File: config.mk
export PLATFORM = sky130hd
export DESIGN_NAME = btn_debounce
export DESIGN_NICKNAME = d
export VERILOG_FILES = /design/src/rtl/btn_pkg.sv /design/src/rtl/btn_debounce_ch.sv /design/src/rtl/btn_debounce.sv
export SDC_FILE = /design/constraint.sdc
export NUM_CORES = 1
export LEC_CHECK = 0
export ABC_CLOCK_PERIOD_IN_PS = 2700
export CAP_MARGIN = 20
export CELL_PAD_IN_SITES_DETAIL_PLACEMENT = 1
export CELL_PAD_IN_SITES_GLOBAL_PLACEMENT = 2
export CORE_ASPECT_RATIO = 0.75
export CORE_MARGIN = 2
export CORE_UTILIZATION = 38
export DETAILED_ROUTE_END_ITERATION = 10
export PLACE_DENSITY_LB_ADDON = 0.1
export SYNTH_ARGS = -nofsm -noshare
export SYNTH_HDL_FRONTEND = slang
export SYNTH_SLANG_ARGS = --single-unit
File: constraint.sdc
create_clock -name clk -period 2.7 [get_ports clk]
set_input_delay 0.54 -clock clk [delete_from_list [all_inputs] [get_ports clk]]
set_output_delay 0.54 -clock clk [all_outputs]
set_load 0.005 [all_outputs]
File: src/rtl/btn_pkg.sv
// Shared types and default timing for the pushbutton debouncer.
// FSM state encoding, 50 MHz default timing, counter-width helper.
package btn_pkg;

  typedef enum logic [1:0] {
    IDLE         = 2'd0,
    PRESS_WAIT   = 2'd1,
    HELD         = 2'd2,
    RELEASE_WAIT = 2'd3
  } btn_state_e;

  // 10 ms debounce and 1 s long press at 50 MHz
  localparam int unsigned DEF_DEBOUNCE_CYCLES = 500_000;
  localparam int unsigned DEF_LONG_CYCLES     = 50_000_000;

  function automatic int unsigned cnt_w(
    input int unsigned a,
    input int unsigned b
  );
    return $clog2(((a > b) ? a : b) + 1);
  endfunction

endpackage

File: src/rtl/btn_debounce_ch.sv
// One debounce channel: 2-flop synchronizer, 4-state FSM, counters.
// Ports: clk, rst_n, raw_i -> level_o, press_o, release_o, long_o.
// Long-press hold counter only when BTN_LONG_PRESS_EN is defined.
module btn_debounce_ch
  import btn_pkg::*;
#(
  parameter int unsigned DEBOUNCE_CYCLES = DEF_DEBOUNCE_CYCLES,
  parameter int unsigned LONG_CYCLES     = DEF_LONG_CYCLES
) (
  input  logic clk,
  input  logic rst_n,
  input  logic raw_i,
  output logic level_o,
  output logic press_o,
  output logic release_o,
  output logic long_o
);

  localparam int unsigned CW =
    cnt_w(DEBOUNCE_CYCLES, LONG_CYCLES);
  localparam logic [CW-1:0] DMAX =
    CW'(DEBOUNCE_CYCLES - 1);

  logic [1:0]    sync_q;
  btn_state_e    state_q, state_d;
  logic [CW-1:0] dcnt_q, dcnt_d;
  logic          level_q, level_d;
  logic          press_q, press_d;
  logic          rel_q, rel_d;
  logic          in_s;

  assign in_s = sync_q[1];

  always_comb begin
    state_d = state_q;
    dcnt_d  = dcnt_q;
    level_d = level_q;
    press_d = 1'b0;
    rel_d   = 1'b0;
    unique case (state_q)
      IDLE: begin
        if (in_s) begin
          state_d = PRESS_WAIT;
          dcnt_d  = '0;
        end
      end
      PRESS_WAIT: begin
        if (!in_s) begin
          state_d = IDLE;
        end else if (dcnt_q >= DMAX) begin
          state_d = HELD;
          level_d = 1'b1;
          press_d = 1'b1;
        end else begin
          dcnt_d = dcnt_q + 1'b1;
        end
      end
      HELD: begin
        if (!in_s) begin
          state_d = RELEASE_WAIT;
          dcnt_d  = '0;
        end
      end
      RELEASE_WAIT: begin
        if (in_s) begin
          state_d = HELD;
        end else if (dcnt_q >= DMAX) begin
          state_d = IDLE;
          level_d = 1'b0;
          rel_d   = 1'b1;
        end else begin
          dcnt_d = dcnt_q + 1'b1;
        end
      end
      default: state_d = IDLE;
    endcase
  end

  always_ff @(posedge clk) begin
    if (!rst_n) begin
      sync_q  <= '0;
      state_q <= IDLE;
      dcnt_q  <= '0;
      level_q <= 1'b0;
      press_q <= 1'b0;
      rel_q   <= 1'b0;
    end else begin
      sync_q  <= {sync_q[0], raw_i};
      state_q <= state_d;
      dcnt_q  <= dcnt_d;
      level_q <= level_d;
      press_q <= press_d;
      rel_q   <= rel_d;
    end
  end

  assign level_o   = level_q;
  assign press_o   = press_q;
  assign release_o = rel_q;

`ifdef BTN_LONG_PRESS_EN
  localparam logic [CW-1:0] LMAX =
    CW'(LONG_CYCLES - 1);
  localparam logic [CW-1:0] LPRE =
    CW'(LONG_CYCLES - 2);

  logic [CW-1:0] hcnt_q, hcnt_d;
  logic          long_q, long_d;

  // Value survives a RELEASE_WAIT bounce, so a
  // saturated count cannot pulse a second time.
  always_comb begin
    hcnt_d = hcnt_q;
    long_d = 1'b0;
    if (state_q == PRESS_WAIT && state_d == HELD) begin
      hcnt_d = '0;
    end else if (state_q == HELD && in_s) begin
      if (hcnt_q < LMAX) hcnt_d = hcnt_q + 1'b1;
      if (hcnt_q == LPRE) long_d = 1'b1;
    end
  end

  always_ff @(posedge clk) begin
    if (!rst_n) begin
      hcnt_q <= '0;
      long_q <= 1'b0;
    end else begin
      hcnt_q <= hcnt_d;
      long_q <= long_d;
    end
  end

  assign long_o = long_q;
`else
  assign long_o = 1'b0;
`endif

endmodule

File: src/rtl/btn_debounce.sv
// Multi-button debouncer: N_BTN independent btn_debounce_ch channels.
// Ports: clk, rst_n, btn_raw -> btn_level/press/release/long; BTN_LONG_PRESS_EN.
module btn_debounce
  import btn_pkg::*;
#(
  parameter int unsigned N_BTN           = 4,
  parameter int unsigned DEBOUNCE_CYCLES = DEF_DEBOUNCE_CYCLES,
  parameter int unsigned LONG_CYCLES     = DEF_LONG_CYCLES
) (
  input  logic             clk,
  input  logic             rst_n,
  input  logic [N_BTN-1:0] btn_raw,
  output logic [N_BTN-1:0] btn_level,
  output logic [N_BTN-1:0] btn_press,
  output logic [N_BTN-1:0] btn_release,
  output logic [N_BTN-1:0] btn_long
);

  for (genvar i = 0; i < int'(N_BTN); i++) begin : g_ch
    btn_debounce_ch #(
      .DEBOUNCE_CYCLES(DEBOUNCE_CYCLES),
      .LONG_CYCLES    (LONG_CYCLES)
    ) u_ch (
      .clk      (clk),
      .rst_n    (rst_n),
      .raw_i    (btn_raw[i]),
      .level_o  (btn_level[i]),
      .press_o  (btn_press[i]),
      .release_o(btn_release[i]),
      .long_o   (btn_long[i])
    );
  end

endmodule

=== Word-level counts from Yosys, hierarchy flattened ===
Cells that the tools add are included.

* Add/sub/neg operators: 4
* Order comparisons: 4
* Equality and inequality tests: 44
* Multiplexer cells: 76
* Bitwise logic cells: 5
* Reduce and logical (&&, ||, !) cells: 28

{| class="wikitable"
|+ Operator list
! operator !! number
|-
| $mux 26 || 20
|-
| $pmux 26 s4 || 4
|-
| $add 26x1->26 const B || 4
|-
| $ge 26x19->1 const B || 4
|-
| $mux 2 || 24
|-
| $ne 2x1->1 const B || 16
|-
| $pmux 2 s4 || 4
|-
| $reduce_and 4->1 || 8
|-
| $mux 1 || 20
|-
| $reduce_and 5->1 || 4
|-
| $eq 2x2->1 const B || 8
|-
| $ne 2x2->1 const B || 8
|-
| $ne 3x1->1 const B || 4
|-
| $ne 3x3->1 const B || 4
|-
| $reduce_and 3->1 || 4
|-
| $reduce_or 3->1 || 4
|-
| $eq 2x1->1 const B || 4
|-
| $logic_not 2->1 || 4
|-
| $pmux 1 s2 || 4
|-
| $reduce_bool 2->1 || 4
|-
| $not 1->1 || 5
|}

* Register bits: 132
* Input port bits: 6
* Output and inout bits: 16
* Word-level logic and storage cells: 185

=== Logic depth before layout (Yosys ltp) ===
* Depth in word-level cells: 4
* Mapped depth: 8
* Depth with buffers taken out: 6

=== Modules after synthesis ===
A second synthesis with hierarchy kept.

* Cells, all modules: 848
* Area, all modules: 7044.3 um2

{| class="wikitable"
|+ By module, submodules not included
! module !! times used !! cells an instance !! area each (um2) !! seq. area each (um2)
|-
| btn_debounce_ch (g_ch[0].u_ch ...) || 2 || 228 || 1874.3 || 660.6
|-
| btn_debounce_ch (g_ch[1].u_ch ...) || 2 || 196 || 1647.8 || 660.6
|}

=== Worst setup path before layout ===
No wires, ideal clock.

* Path type: reg2reg
* Start point: register g_ch[2].u_ch.dcnt_q[0]
* End point: register g_ch[2].u_ch.dcnt_q[6]
* Setup time: 0.120 ns
* Data arrival time: 2.095 ns
* Data required time: 2.580 ns
* Path slack: 0.485 ns
* Stages on the path, launching flop included: 8
* Buffers on the path: 1
* Path through: dfxtp_1 ha_1 and4_1 o41a_1 o31a_1 clkbuf_1 o311a_1 o31a_1

* Longest elaborated chain between the ends: 4
* Elaborated cells between the ends (all ways): 6
* Those cells by class: 1 x add/sub; 1 x order compare; 4 x mux

{| class="wikitable"
|+ Ends and longest elaborated chain
! element !! line !! RTL
|-
| from (decl) || btn_debounce_ch.sv:26 || <nowiki>logic [CW-1:0] dcnt_q, dcnt_d;</nowiki>
|-
| from (signal assigned) || btn_debounce_ch.sv:90 || <nowiki>dcnt_q <= dcnt_d;</nowiki>
|-
| $add 26x1->26 or $ge 26x19->1 (tied branches) || n/a ||
|-
| $mux 26 (*) || btn_debounce_ch.sv:50, btn_debounce_ch.sv:67 ||
|-
| $mux 26 (on tied branches) || btn_debounce_ch.sv:65, btn_debounce_ch.sv:48 ||
|-
| $pmux 26 s4 (*) || btn_debounce_ch.sv:40 || <nowiki>unique case (state_q)</nowiki>
|}

Mark *: on every way between the ends. The rest lies on a longest branch, timed or not. The select of a mux whose other input is x is not followed.
A chain may end at the register's enable or synchronous reset.

=== Worst setup path in the final report ===
* Start point: register g_ch[1].u_ch.dcnt_q[21]
* End point: register g_ch[1].u_ch.dcnt_q[8]

* Longest elaborated chain between the ends: 4
* Elaborated cells between the ends (all ways): 5
* Those cells by class: 1 x order compare; 4 x mux

{| class="wikitable"
|+ Ends and longest elaborated chain
! element !! line
|-
| from (decl) || btn_debounce_ch.sv:26
|-
| from (signal assigned) || btn_debounce_ch.sv:90
|-
| $ge 26x19->1 (*) || btn_debounce_ch.sv:50, btn_debounce_ch.sv:67
|-
| $mux 26 (*) || n/a
|-
| $mux 26 (on tied branches) || n/a
|-
| $pmux 26 s4 (*) || n/a
|}

Marked as above.

==> qor.csv <==
stage,metric,value,unit
placement,number of buffers inserted by port buffering,17,
finish,antenna diode instance count,0,
finish,share of final-layout standard cells stronger than drive strength 1,9.197,%
sta,post-route clock period utilization,91.36,%
sta,worst setup margin,0.2332,ns
detailed_routing,total via count in the routed design,5895,
detailed_routing,amount of wire on met2 after detailed routing,8209,um
cts,root buf cell,sky130_fd_sc_hd__clkbuf_16,
detailed_routing,detail-routed net length per standard cell,18.56,um
global_routing,total global-route track usage,21.34,%
worst_setup_path,highest-delay cell along the critical path,sky130_fd_sc_hd__o21ai_0,
detailed_routing,DRT Wirelength,18220,um
logic_synthesis,post-synth cell types,53,
sta,Peak Freq,0.4054,GHz
job,count of max-cap constraint violations,0,
pwr,"IR drop worst, VDD",0.3459,mV
min_path,Worst Hold Launch,g_ch[0].u_ch.sync_q[0]$_SDFF_PN0_,
worst_setup_path,launch point of the worst reg-to-reg path,g_ch[1].u_ch.dcnt_q[21]$_SDFFE_PN0P_,
placement,placed wire-length estimate after detailed placement,12450,um
die,io pins,22,
cts,Post-CTS Setup Repair Bufs,0,
logic_synthesis,synthesized area,6294,um2
logic_synthesis,most frequently used flop master after synthesis,sky130_fd_sc_hd__dfxtp_1,
placement,Placer Congestion,0.8370,
cts,post-CTS resize count,0,
finish,synthesis-to-layout area growth,16.78,%
min_path,type of the tightest min-delay check,reg2reg,
logic_synthesis,average footprint of a synthesized cell,8.448,um2
logic_synthesis,share of synthesized registers carrying an async set or reset,0,%
detailed_routing,residual antenna-violating net count after detailed routing,0,
global_routing,pin count of the biggest net entering global routing,25,
logic_synthesis,count of yosys warnings during synthesis,0,
worst_setup_path,worst reg-to-reg path cell count,5,
finish,footprint of the flip-flops and latches,2643,um2
finish,number of inserted filler cells in the final layout,1878,
cts,total number of clock tree sinks,132,
detailed_routing,routed wl met3,750,um
global_routing,via count of the first global-routing pass,5905,
run_status,status,"finished, final reports clean",
detailed_routing,Iteration-0 DRC Markers,257,
worst_setup_path,CP top delay family,compound AO/OA/AOI/OAI gates,
cts,"Clk Latency, worst-skew pair",0.43,ns
detailed_routing,Highest Signal Layer,met4,
worst_setup_path,signal arrival time at the worst endpoint,2.82,ns
sta,pin slew with the least headroom to its limit,0.9761,ns
global_routing,final global-route overflow total,0,
sta,number of setup violations in the final report,0,
die,total die area,17620,um2
logic_synthesis,count of mapped cells out of synthesis,745,
cts,Max Root-Sink Buffers,2,
detailed_routing,first-pass iteration count of the detailed router,5,
sta,Pins Over Slew Limit,0,
die,core region area,16120,um2
min_path,worst hold path cell count,1,
worst_setup_path,critical-path cell list,nor4_1 > o211ai_1 > o21ai_0 > nand4_1 > a31oi_1,
die,vertical die dimension,115.5,um
worst_setup_path,critical path class,reg2reg,
cts,CTS buffer count,17,
pwr,static leakage,2.521,nW
worst_setup_path,worst path required time,3.05,ns
global_routing,first-pass GRT wire length,30470,um
sta,aggregate negative setup slack,0,ns
sta,post-layout min period,2.467,ns
worst_setup_path,capturing element type of the critical path,flop,
pwr,power density over the cells,642.7,nW/um2
die,Site Rows,40,
sta,setup repair after global routing missed its margin,false,
worst_setup_path,"setup slack, reg-to-reg",0.23,ns
logic_synthesis,proportion of synthesized chip area in sequential cells,41.99,%
sta,worst slew margin relative to its limit,34.24,%
detailed_routing,detailed-route wire length on metal 1,9074,um
logic_synthesis,share of the synthesized area in the top cell type,41.99,%
worst_setup_path,Worst path max stage delay,0.82,ns
global_routing,number of antenna violations at the first check in global routing,0,
cts,total number of H-tree levels,4,
worst_setup_path,element type at the critical path start,flop,
placement,Setup Slack @ Placement,0.2348,ns
worst_setup_path,Crit Path Max Fanout,6,
finish,count of nets after finishing,770,
cts,total of hold buffers inserted after clock tree synthesis,0,
logic_synthesis,largest cells by area after synthesis,"sky130_fd_sc_hd__dfxtp_1, sky130_fd_sc_hd__and2_1, sky130_fd_sc_hd__nand2_1",
detailed_routing,Via-to-Cell Ratio,6.003,
sta,worst hold slack,0.4388,ns
sta,Clock Skews,0.01297,ns
finish,total area of multi-input combinational cells,3327,um2
worst_setup_path,reg-to-reg critical path endpoint,g_ch[1].u_ch.dcnt_q[8]$_SDFFE_PN0P_,
die,initial core utilization,39.05,%
cts,clock transition at the register clock pins on the worst setup and hold paths after CTS,0.06,ns
logic_synthesis,Yosys reg bits,132,
detailed_routing,DRC viols,0,
die,width of the die,152.6,um
cts,clock tree from TritonCTS,yes,
min_path,Hold Crit Endpoint,g_ch[0].u_ch.sync_q[1]$_SDFF_PN0_,
logic_synthesis,cell accounting for the most synthesized area,sky130_fd_sc_hd__dfxtp_1,
sta,hold violation total from the final report,0,
logic_synthesis,"EDFF count, synth",0,
worst_setup_path,crit path buf inv count,0,
[how the worst max path moves through the flow]
stage	start	to	slack [ns]	cells past startpoint
after floorplan	g_ch[2].u_ch.dcnt_q[0]$_SDFFE_PN0P_	g_ch[2].u_ch.dcnt_q[6]$_SDFFE_PN0P_	0.49	7
after global placement	g_ch[2].u_ch.dcnt_q[0]$_SDFFE_PN0P_	g_ch[2].u_ch.dcnt_q[2]$_SDFFE_PN0P_	0.35	7
after detailed placement	g_ch[2].u_ch.dcnt_q[21]$_SDFFE_PN0P_	g_ch[2].u_ch.dcnt_q[17]$_SDFFE_PN0P_	0.23	5
after CTS	g_ch[2].u_ch.dcnt_q[21]$_SDFFE_PN0P_	g_ch[2].u_ch.dcnt_q[17]$_SDFFE_PN0P_	0.21	5
after global routing	g_ch[1].u_ch.dcnt_q[21]$_SDFFE_PN0P_	g_ch[1].u_ch.dcnt_q[8]$_SDFFE_PN0P_	0.06	5
final	g_ch[1].u_ch.dcnt_q[21]$_SDFFE_PN0P_	g_ch[1].u_ch.dcnt_q[8]$_SDFFE_PN0P_	0.23	5
[where the power goes]
| part | total, mW | switching [mW] | internal, mW |
|---|---|---|---|
| Sequential | 1.98 | 0.0180 | 1.96 |
| Clock | 2.60 | 0.912 | 1.68 |
| Combinational | 0.145 | 0.0872 | 0.0582 |
[per-stage QoR]
stage                     cells  power [mW]  utilization (%)  instance area [um2]
after floorplan             748       2.105                -                 6305
after global placement      951       2.165            41.51                 6689
after detailed placement    951       2.168            41.51                 6689
after CTS                   982       4.767            45.57                 7343
after global routing        982       4.886            45.61                 7350
final                       982       4.724            45.61                 7350
[layout by cell type, fill, tap and decap left out, types with 25 or more instances in the layout]
master	Yosys	final
sky130_fd_sc_hd__nand4_1	37	37
sky130_fd_sc_hd__a21oi_1	44	44
sky130_fd_sc_hd__o21ai_0	31	31
sky130_fd_sc_hd__or3_1	25	25
sky130_fd_sc_hd__nand2_1	62	62
sky130_fd_sc_hd__nor2_1	35	35
sky130_fd_sc_hd__and2_1	44	44
sky130_fd_sc_hd__dfxtp_1	132	132
sky130_fd_sc_hd__buf_4	18	33
sky130_fd_sc_hd__nand3_1	34	34
[synthesized netlist by cell type, drive strengths merged (12+ instances only)]
cell / count
dfxtp: 132
nand2: 62
a21oi: 44
and2: 44
clkbuf: 37
nand4: 37
o21ai: 37
nor2: 35
nand3: 34
or3: 25
or4: 24
nor4: 22
buf: 20
o211ai: 20
a31oi: 19
and3: 19
o31ai: 17
nor3: 16
inv: 12
[kinds of logic after synthesis]
| logic type | Yosys count | share of synthesized area, % |
|---|---|---|
| mux | 3 | 0.4772 |
| simple gates | 336 | 29.54 |
| other cells | 1 | 0.05958 |
| fa+ha+maj | 4 | 0.7953 |
| compound gates | 192 | 20.60 |
| xor+xnor | 8 | 1.113 |
| flops | 132 | 41.99 |
| buf+inv | 69 | 5.427 |
[flip-flops by register name, summed over array words and instances (netlist names), named ones only]
signal               count
g_ch.u_ch.press_o        4
g_ch.u_ch.dcnt_q       104
g_ch.u_ch.release_o      4
g_ch.u_ch.level_o        4
g_ch.u_ch.state_q        4
g_ch.u_ch.sync_q         8
[cell type report]
class	count	area share, %
well taps	210	3.575
flip-flops and latches	132	35.95
clock inverters	12	2.741
clock buffers	19	6.163
repair buffers	50	5.686
multi-input cells	547	45.27
inverters	12	0.6129
[layer usage]
| metal | vias to the layer above | track usage (%) |
|---|---|---|
| met2 | 121 | 33.45 |
| met1 | 2906 | 29.27 |
| met5 | - | 0 |
| li1 | 2851 | - |
| met4 | 0 | 7.160 |
| met3 | 17 | 5.011 |
Note: power is estimated with default switching activity, not from simulation.
